### config.mk
export PLATFORM = sky130hd
export DESIGN_NAME = tlb_port_arbiter
export DESIGN_NICKNAME = d
export VERILOG_FILES = /design/src/rtl/tlb_arb_pkg.sv /design/src/rtl/tlb_arb_prio.sv /design/src/rtl/tlb_port_arbiter.sv
export SDC_FILE = /design/constraint.sdc
export NUM_CORES = 1
export LEC_CHECK = 0
export ABC_AREA = 1
export CAP_MARGIN = 30
export CORE_ASPECT_RATIO = 1.4
export CORE_MARGIN = 2
export CORE_UTILIZATION = 45
export DETAILED_ROUTE_END_ITERATION = 10
export GPL_TIMING_DRIVEN = 0
export PLACE_DENSITY = 0.8
export SYNTH_ARGS = -nofsm -noshare
export SYNTH_HDL_FRONTEND = slang
export SYNTH_SLANG_ARGS = --single-unit
### constraint.sdc
create_clock -name clk -period 6.9 [get_ports clk]
set_input_delay 0.69 -clock clk [delete_from_list [all_inputs] [get_ports clk]]
set_output_delay 0.69 -clock clk [all_outputs]
set_load 0.005 [all_outputs]
### src/rtl/tlb_arb_pkg.sv
`default_nettype none
// ============================================================================
// Module   : tlb_arb_pkg
// Brief    : Shared types and constants for the TLB lookup-port arbiter.
// Revision : 1.0  initial release
// ============================================================================
package tlb_arb_pkg;

    // Default exception-cause width and the "no exception" code
    localparam int                   EXC_W_DEF     = 7;
    localparam logic [EXC_W_DEF-1:0] EXCEPTION_NOP = 7'b1111111;

    // Maintenance operation codes presented by EX
    typedef enum logic [2:0] {
        MT_SRCH = 3'd0,
        MT_RD   = 3'd1,
        MT_WR   = 3'd2,
        MT_FILL = 3'd3,
        MT_INV  = 3'd4
    } mt_op_e;

    // Arbiter sequencing states
    typedef enum logic [2:0] {
        ST_IDLE     = 3'd0,
        ST_IF_A     = 3'd1,
        ST_IF_B     = 3'd2,
        ST_DC       = 3'd3,
        ST_MT_EXEC  = 3'd4,
        ST_MT_FENCE = 3'd5
    } arb_state_e;

    // Lookup issued towards the TLB
    typedef struct packed {
        logic [31:0] vaddr;
        logic        store;
    } lk_req_t;

    // Lookup result returned by the TLB
    typedef struct packed {
        logic [31:0]          paddr;
        logic [EXC_W_DEF-1:0] exc;
    } lk_rsp_t;

endpackage : tlb_arb_pkg
`default_nettype wire

### src/rtl/tlb_arb_prio.sv
`default_nettype none
// ============================================================================
// Module   : tlb_arb_prio
// Brief    : Grant selection (mt > dc > if) with an icache starvation
//            counter that lets icache beat dcache after STARVE_MAX losses.
// Revision : 1.0  initial release
// ============================================================================
module tlb_arb_prio #(
    parameter int STARVE_MAX = 4
) (
    input  logic clk,
    input  logic rst,
    input  logic i_idle,
    input  logic i_if_req,
    input  logic i_dc_req,
    input  logic i_mt_req,
    output logic o_if_gnt,
    output logic o_dc_gnt,
    output logic o_mt_gnt
);

    localparam int CNT_W = (STARVE_MAX < 1) ? 1 : $clog2(STARVE_MAX + 1);
    localparam logic [CNT_W-1:0] c_STARVE_MAX = CNT_W'(STARVE_MAX);

    logic [CNT_W-1:0] r_starve_cnt;
    logic             w_starved;

    assign w_starved = (r_starve_cnt == c_STARVE_MAX);

    // Grants only in IDLE; a starved icache overtakes dcache but never mt
    always_comb begin
        o_mt_gnt = i_idle && i_mt_req;
        o_dc_gnt = i_idle && !i_mt_req && i_dc_req && !(i_if_req && w_starved);
        o_if_gnt = i_idle && !i_mt_req && i_if_req && (!i_dc_req || w_starved);
    end

    // Count cycles icache waits (including busy cycles); saturate, clear on grant
    always_ff @(posedge clk or posedge rst) begin
        if (rst) begin
            r_starve_cnt <= '0;
        end else if (o_if_gnt) begin
            r_starve_cnt <= '0;
        end else if (i_if_req && !w_starved) begin
            r_starve_cnt <= r_starve_cnt + 1'b1;
        end
    end

endmodule : tlb_arb_prio
`default_nettype wire

### src/rtl/tlb_port_arbiter.sv
`default_nettype none
// ============================================================================
// Module   : tlb_port_arbiter
// Brief    : Shares the single TLB lookup port between icache (two vaddrs),
//            dcache and EX maintenance ops; fences one cycle after each op.
//            Optional: TLB_ARB_PAGE_MERGE_EN merges same-4KiB-page icache
//            requests into a single lookup.
// Revision : 1.0  initial release
// ============================================================================
module tlb_port_arbiter
    import tlb_arb_pkg::*;
#(
    parameter int STARVE_MAX = 4,
    parameter int EXC_W      = EXC_W_DEF
) (
    input  logic             clk,
    input  logic             rst,
    input  logic             flush,
    // icache
    input  logic             if_req,
    input  logic [31:0]      if_vaddr_a,
    input  logic [31:0]      if_vaddr_b,
    output logic             if_gnt,
    output logic             if_rsp_valid,
    output logic [31:0]      if_paddr_a,
    output logic [31:0]      if_paddr_b,
    output logic [EXC_W-1:0] if_exc_a,
    output logic [EXC_W-1:0] if_exc_b,
    // dcache
    input  logic             dc_req,
    input  logic [31:0]      dc_vaddr,
    input  logic             dc_store,
    output logic             dc_gnt,
    output logic             dc_rsp_valid,
    output logic [31:0]      dc_paddr,
    output logic [EXC_W-1:0] dc_exc,
    // maintenance
    input  logic             mt_req,
    input  logic [2:0]       mt_op,
    output logic             mt_gnt,
    output logic             mt_done,
    // TLB lookup port
    output logic             lk_valid,
    output logic [31:0]      lk_vaddr,
    output logic             lk_store,
    input  logic [31:0]      lk_paddr,
    input  logic [EXC_W-1:0] lk_exc,
    // TLB maintenance strobes
    output logic             tlb_srch_en,
    output logic             tlb_rd_en,
    output logic             tlb_wr_en,
    output logic             tlb_fill_en,
    output logic             tlb_inv_en
);

    localparam logic [EXC_W-1:0] c_EXC_NOP = {EXC_W{1'b1}};

    arb_state_e       r_state, w_state_nxt;
    logic             w_idle, w_if_gnt, w_dc_gnt, w_mt_gnt;
    logic             w_same_page, r_same_page;
    logic [31:0]      r_vaddr_b;
    logic [2:0]       r_mt_op;
    logic [31:0]      r_a_paddr;
    logic [EXC_W-1:0] r_a_exc;

    // Held copies of the last delivered responses
    logic [31:0]      r_if_paddr_a, r_if_paddr_b, r_dc_paddr;
    logic [EXC_W-1:0] r_if_exc_a, r_if_exc_b, r_dc_exc;

    // Combinational outputs from the FSM
    lk_req_t          w_lk;
    logic             w_lk_valid, w_if_rsp, w_dc_rsp, w_mt_done;
    logic [31:0]      w_if_pa_a, w_if_pa_b, w_dc_pa;
    logic [EXC_W-1:0] w_if_ex_a, w_if_ex_b, w_dc_ex;
    logic             w_srch, w_rd, w_wr, w_fill, w_inv;

    assign w_idle = (r_state == ST_IDLE);

    tlb_arb_prio #(
        .STARVE_MAX (STARVE_MAX)
    ) u_prio (
        .clk      (clk),
        .rst      (rst),
        .i_idle   (w_idle),
        .i_if_req (if_req),
        .i_dc_req (dc_req),
        .i_mt_req (mt_req),
        .o_if_gnt (w_if_gnt),
        .o_dc_gnt (w_dc_gnt),
        .o_mt_gnt (w_mt_gnt)
    );

`ifdef TLB_ARB_PAGE_MERGE_EN
    assign w_same_page = (if_vaddr_a[31:12] == if_vaddr_b[31:12]);
`else
    assign w_same_page = 1'b0;
`endif

    // State register; reset aborts any in-flight operation without a response
    always_ff @(posedge clk or posedge rst) begin
        if (rst) begin
            r_state <= ST_IDLE;
        end else begin
            r_state <= w_state_nxt;
        end
    end

    // Request capture, first-half icache result and held response values
    always_ff @(posedge clk or posedge rst) begin
        if (rst) begin
            r_vaddr_b    <= '0;
            r_same_page  <= 1'b0;
            r_mt_op      <= '0;
            r_a_paddr    <= '0;
            r_a_exc      <= c_EXC_NOP;
            r_if_paddr_a <= '0;
            r_if_paddr_b <= '0;
            r_if_exc_a   <= c_EXC_NOP;
            r_if_exc_b   <= c_EXC_NOP;
            r_dc_paddr   <= '0;
            r_dc_exc     <= c_EXC_NOP;
        end else begin
            if (w_if_gnt) begin
                r_vaddr_b   <= if_vaddr_b;
                r_same_page <= w_same_page;
            end
            if (w_mt_gnt) begin
                r_mt_op <= mt_op;
            end
            if (r_state == ST_IF_A) begin
                r_a_paddr <= lk_paddr;
                r_a_exc   <= lk_exc;
            end
            if (w_if_rsp) begin
                r_if_paddr_a <= w_if_pa_a;
                r_if_paddr_b <= w_if_pa_b;
                r_if_exc_a   <= w_if_ex_a;
                r_if_exc_b   <= w_if_ex_b;
            end
            if (w_dc_rsp) begin
                r_dc_paddr <= w_dc_pa;
                r_dc_exc   <= w_dc_ex;
            end
        end
    end

    // Next-state, lookup mux, responses and maintenance strobes
    always_comb begin
        w_state_nxt = r_state;
        w_lk_valid  = 1'b0;
        w_lk        = '0;
        w_if_rsp    = 1'b0;
        w_if_pa_a   = r_if_paddr_a;
        w_if_pa_b   = r_if_paddr_b;
        w_if_ex_a   = r_if_exc_a;
        w_if_ex_b   = r_if_exc_b;
        w_dc_rsp    = 1'b0;
        w_dc_pa     = r_dc_paddr;
        w_dc_ex     = r_dc_exc;
        w_mt_done   = 1'b0;
        w_srch      = 1'b0;
        w_rd        = 1'b0;
        w_wr        = 1'b0;
        w_fill      = 1'b0;
        w_inv       = 1'b0;
        case (r_state)
            ST_IDLE: begin
                if (w_mt_gnt) begin
                    w_state_nxt = ST_MT_EXEC;
                end else if (w_dc_gnt) begin
                    w_lk_valid  = 1'b1;
                    w_lk.vaddr  = dc_vaddr;
                    w_lk.store  = dc_store;
                    w_state_nxt = ST_DC;
                end else if (w_if_gnt) begin
                    w_lk_valid  = 1'b1;
                    w_lk.vaddr  = if_vaddr_a;
                    w_state_nxt = ST_IF_A;
                end
            end
            ST_IF_A: begin
                if (flush) begin
                    w_state_nxt = ST_IDLE;
                end else if (r_same_page) begin
                    // One translation covers both fetch addresses
                    w_if_rsp    = 1'b1;
                    w_if_pa_a   = lk_paddr;
                    w_if_ex_a   = lk_exc;
                    w_if_pa_b   = {lk_paddr[31:12], r_vaddr_b[11:12-12]};
                    w_if_ex_b   = lk_exc;
                    w_state_nxt = ST_IDLE;
                end else begin
                    // b is looked up even when a faulted
                    w_lk_valid  = 1'b1;
                    w_lk.vaddr  = r_vaddr_b;
                    w_state_nxt = ST_IF_B;
                end
            end
            ST_IF_B: begin
                if (!flush) begin
                    w_if_rsp  = 1'b1;
                    w_if_pa_a = r_a_paddr;
                    w_if_ex_a = r_a_exc;
                    w_if_pa_b = lk_paddr;
                    w_if_ex_b = lk_exc;
                end
                w_state_nxt = ST_IDLE;
            end
            ST_DC: begin
                w_dc_rsp    = 1'b1;
                w_dc_pa     = lk_paddr;
                w_dc_ex     = lk_exc;
                w_state_nxt = ST_IDLE;
            end
            ST_MT_EXEC: begin
                case (r_mt_op)
                    MT_SRCH: w_srch = 1'b1;
                    MT_RD:   w_rd   = 1'b1;
                    MT_WR:   w_wr   = 1'b1;
                    MT_FILL: w_fill = 1'b1;
                    MT_INV:  w_inv  = 1'b1;
                    default: ;
                endcase
                w_state_nxt = ST_MT_FENCE;
            end
            ST_MT_FENCE: begin
                // Fence cycle: the TLB write settles before the next lookup
                w_mt_done   = 1'b1;
                w_state_nxt = ST_IDLE;
            end
            default: w_state_nxt = ST_IDLE;
        endcase
    end

    assign if_gnt       = w_if_gnt;
    assign dc_gnt       = w_dc_gnt;
    assign mt_gnt       = w_mt_gnt;
    assign lk_valid     = w_lk_valid;
    assign lk_vaddr     = w_lk.vaddr;
    assign lk_store     = w_lk.store;
    assign if_rsp_valid = w_if_rsp;
    assign if_paddr_a   = w_if_pa_a;
    assign if_paddr_b   = w_if_pa_b;
    assign if_exc_a     = w_if_ex_a;
    assign if_exc_b     = w_if_ex_b;
    assign dc_rsp_valid = w_dc_rsp;
    assign dc_paddr     = w_dc_pa;
    assign dc_exc       = w_dc_ex;
    assign mt_done      = w_mt_done;
    assign tlb_srch_en  = w_srch;
    assign tlb_rd_en    = w_rd;
    assign tlb_wr_en    = w_wr;
    assign tlb_fill_en  = w_fill;
    assign tlb_inv_en   = w_inv;

endmodule : tlb_port_arbiter
`default_nettype wire

# ---- Word level (Yosys, flattened, before mapping)
# Cells that the tools add are included.
dict set report totals {
  ff_bits 197
  out_inout_bits 162
}
dict set report classes {
  add_sub_neg 1
  n_eq_ne 11
  n_mux 42
  reduce_logical 16
}
# operator count
set ops {}
lappend ops {{$mux 32} 8}
lappend ops {{$pmux 32 s2} 1}
lappend ops {{$mux 7} 5}
lappend ops {{$mux 33} 1}
lappend ops {{$mux 1} 19}
lappend ops {{$mux 3} 5}
lappend ops {{$eq 3x2->1 const B} 4}
lappend ops {{$eq 3x3->1 const B} 4}
lappend ops {{$pmux 3 s3} 1}
lappend ops {{$logic_and 1x1->1} 8}
lappend ops {{$eq 3x1->1 const B} 2}
lappend ops {{$logic_not 3->1} 2}
lappend ops {{$logic_not 1->1} 4}
lappend ops {{$ne 4x4->1 const B} 1}
lappend ops {{$add 3x1->3 const B} 1}
lappend ops {{$mux 2} 1}
lappend ops {{$pmux 1 s2} 1}
lappend ops {{$reduce_bool 2->1} 1}
lappend ops {{$logic_or 1x1->1} 1}

# ---- Longest topological paths before layout
dict set report logic_depth {
  ltp_word 8
  depth_mapped 9
  depth_no_buf 8
}

# ---- By module
# Synthesis repeated with hierarchy kept, for this count alone.
dict set report hier_totals {
  cells_unflattened 1138
  area_unflattened_um2 8977.4
}
# mod n_inst cells_each area_each_um2 seq_area_each_um2
set by_module_without_submodules {}
lappend by_module_without_submodules {tlb_port_arbiter 1 1105 8755.9 4889.7}
lappend by_module_without_submodules {tlb_arb_prio 1 33 221.5 75.1}

# ---- Worst setup path before layout
# No wires, ideal clock.
dict set report synth_path {
  path_kind {input -> output}
  start {input port mt_req}
  end {output port lk_vaddr[0]}
  arrival_time_ns 1.475
  t_required_ns 6.210
  path_slack_ns 4.735
  path_stages 6
  cell_sequence {nor2_1 > nand2_2 > nor2_2 > buf_2 > nand3_1 > nand3_1}
}
dict set report synth_between {
  elab_chain_len 8
  word_cells_on_any_way 11
  classes_between {mux (4); reduce/logical (7)}
}
# element line
set synth_rtl {}
lappend synth_rtl {{from (decl)} tlb_port_arbiter.sv:38} ;# input logic mt_req,
lappend synth_rtl {{$logic_not 1->1} {tlb_arb_prio.sv:33, tlb_arb_prio.sv:34}}
lappend synth_rtl {{$logic_and 1x1->1} {tlb_arb_prio.sv:33, tlb_arb_prio.sv:34}}
lappend synth_rtl {{$logic_and 1x1->1 (2 in series)} tlb_arb_prio.sv:34} ;# o_if_gnt = i_idle && !i_mt_req && i_if_req && (!i_dc_req || w_starved);
lappend synth_rtl {{$mux 32} tlb_port_arbiter.sv:175} ;# end else if (w_if_gnt) begin
lappend synth_rtl {{$mux 32} tlb_port_arbiter.sv:170} ;# end else if (w_dc_gnt) begin
lappend synth_rtl {{$mux 33 *} tlb_port_arbiter.sv:168} ;# if (w_mt_gnt) begin
lappend synth_rtl {{$pmux 32 s2 *} tlb_port_arbiter.sv:166} ;# case (r_state)
lappend synth_rtl {{to (decl)} tlb_port_arbiter.sv:44} ;# output logic [31:0] lk_vaddr,
# Every way passes the cells marked *; elsewhere a longest branch is shown, timed or not.

# ---- Final worst setup path
dict set report layout_path {
  start {input port mt_req}
  end {output port lk_vaddr[7]}
}
# The elaborated chain is that of the path after synthesis.

==> results.toml <==
[status]
status = "completed"

[sta]
setup_ws_ns = 3.364
tightest_slew_ns = 0.5719
fmax_mhz = 282.8
rsz0062_at_grt = "no"
holdWs_ns = 0.4760
max-slew-margin-rel_pct = 61.87
fin_worst_skew_ns = 0.008054
fin_crit_ns = 3.536
setup_viol = 0
hold_viol = 0
maxSlewViolCount = 0
period_share_pct = 51.25

[placement]
postPlaceCellArea_um2 = 12150
dp_slack_ns = 3.368
io_buffers = 306
place_inst = 1619
place_congestion = 0.9072
hpwl_um = 21000

[drt]
drtPass1Iterations = 5
wl_per_cell_um = 16.61
drtIter0Drc = 635
vias = 8537
met2_length_um = 14220
dr.max_layer_used = "met4"
vias_per_cell = 5.171
drc = 0
wl_met1_um = 10460
ant_nets = 0
met3_wirelength_um = 1622
routed_wl_um = 27420

[cts]
htree_levels = 4
hold_buffers = 0
path_clk_slew_ns = 0.07
cts_resized = 0
insertion_delay_ns = 0.43
cts_tree = "yes"
cts_sinks = 197
cts_root_buffer = "clkbuf_16"
cts_max_path_buffers = 2
cts_buffers = 17
postCtsSetupRepairBufs = 0

[synthesis]
syn_area_per_cell_um2 = 8.197
syn_inst = 1063
synth.distinct_cells = 21
ys_top_cells_by_area = "dfrtp_1 49%, nand2_1 18%, o21ai_0 10%"
synth-simple-area-share_pct = 25.32
syn_nets = 1210
ys_ff_latch = 197
yosysWarnings = 0
synth_compound_area_share_pct = 11.37
synth_top_family_by_area = "simple AND/OR/NAND/NOR gates"
synth_top_area_share_pct = 48.54
synth_mux_area_share_pct = 0
yosysTopAreaCell = "dfrtp_1"
synth-adder-area-share_pct = 0.2872
synthXorXnorAreaFrac_pct = 0.1005
synth.yosys.seq_area_share_pct = 56.98
syn_area_um2 = 8713

[final_layout]
final_cell_count_no_fill = 1651
synthToLayoutAreaGrowth_pct = 46.15
seqCellArea_um2 = 4965
fin_area_um2 = 12730
final_util_pct = 66.52
nFillCells = 1615
antennaDiodeCount = 0
nNetsFinal = 1537
layout-drive-gt1-share_pct = 8.054
multi_input_area_um2 = 3231

[critical_path]
cp-end-kind = "output port"
rr_startpoint = "u_prio.r_starve_cnt[0]"
critPathKind = "input port to output port"
worstPathRequired_ns = 6.21
startpoint = "mt_req"
start_kind = "input port"
worstPathMaxFanout = 10
worstPathArrival_ns = 2.85

[flow_run]
cap_violations = 0

[floorplan]
die_w_um = 121.6
floorplan.initialDensity_pct = 45.52
core_um2 = 19140
ios = 307
rows = 60
die_h_um = 168.6
dieArea_um2 = 20510

[min_path]
min_from = "r_if_paddr_b[13]"
hold_path_class = "flip-flop to flip-flop"

[global_route]
grt_pass1_vias = 8716
grt_pass1_wl_um = 43760
gr-total-overflow = 0
globalRouteTotalUtil_pct = 27.48
antenna_found_initial = 0
grt_max_degree = 100

[power]
p_per_area_nw_per_um2 = 418.6
leakage_uw = 0.006172
peakVddDrop_uv = 191.0
final timing paths:
path,endpoint,slack (ns),cells after the start
setup / recovery,lk_vaddr[7],3.36,8
hold / removal,r_if_paddr_b[13],0.48,2
setup reg to reg,r_vaddr_b[6],5.03,8
hold reg to reg,r_if_paddr_b[13],0.48,2
max in group asynchronous,r_a_exc[3],5.67,3
min in group asynchronous,r_vaddr_b[4],0.53,2
cell usage after synthesis, drive strengths merged:
| library cell | count |
|---|---|
| dfstp | 28 |
| buf | 42 |
| ha | 2 |
| nor2 | 8 |
| nor3 | 3 |
| xor2 | 1 |
| nand2 | 420 |
| dfrtp | 169 |
| nand3 | 106 |
| nand4 | 2 |
| o21ai | 198 |
| clkbuf | 21 |
| inv | 60 |
| nor4 | 3 |
worst max-delay path: stages:
cell and delay, ns:
clkdlybuf4s50_1 0.43, nor2_1 0.22, nand2_2 0.12, nor2_2 0.25, buf_2 0.31, nand3_1 0.12, nand3_1 0.11, clkdlybuf4s50_1 0.59
cells by family after synthesis:
group | after synthesis
AND/OR/NAND/NOR | 542
buffers and inverters | 123
AO/OA/AOI/OAI | 198
adder cells (fa/ha/maj) | 2
XOR/XNOR | 1
flip-flops | 197
per-stage QoR:
stage                     total power (uW)  setup TNS, ns
final                                 5330              0
after detailed placement              4379              0
after global placement                4284        -256.38
after floorplan                       3009              0
after CTS                             5361              0
after global routing                  5716              0
flip-flops by register name, summed over array words and instances, names as in the netlist:
name,count
r_state,3
r_vaddr_b,32
r_dc_exc,7
r_dc_paddr,32
u_prio.r_starve_cnt,3
r_if_exc_b,7
r_if_exc_a,7
r_if_paddr_b,32
r_if_paddr_a,32
r_a_paddr,32
r_a_exc,7
r_mt_op,3
area by class of cell:
type / instances / area share [%]
sequential: 197 / 38.99
multi-input combinational: 743 / 25.37
timing repair buffer: 308 / 24.48
clock buffer: 17 / 3.341
tap: 248 / 2.437
buffer: 63 / 2.299
inverter: 60 / 1.827
clock inverter: 15 / 1.258
per-layer routing:
metal,vias up,global-route usage (%)
met5,-,0
met4,0,13.29
met3,67,5.863
met2,339,49.19
met1,4041,30.75
li1,4090,-
power breakdown:
| part | switching [uW] | internal [uW] |
|---|---|---|
| sequential | 233 | 1760 |
| clock | 486 | 486 |
| combinational | 1150 | 1210 |
| total | 1870 | 3460 |
cells in the final DEF (no fill, tap or decap), types with 16 or more instances in the layout:
master	synthesis	final
clkdlybuf4s50_1	0	306
dfstp_2	28	28
o21ai_1	16	16
nand2_1	419	419
buf_2	39	39
clkbuf_1	21	21
inv_1	57	56
o21ai_0	182	182
nand3_1	104	104
clkbuf_16	0	17
dfrtp_1	169	169
Note: power is estimated with default switching activity, not from simulation.
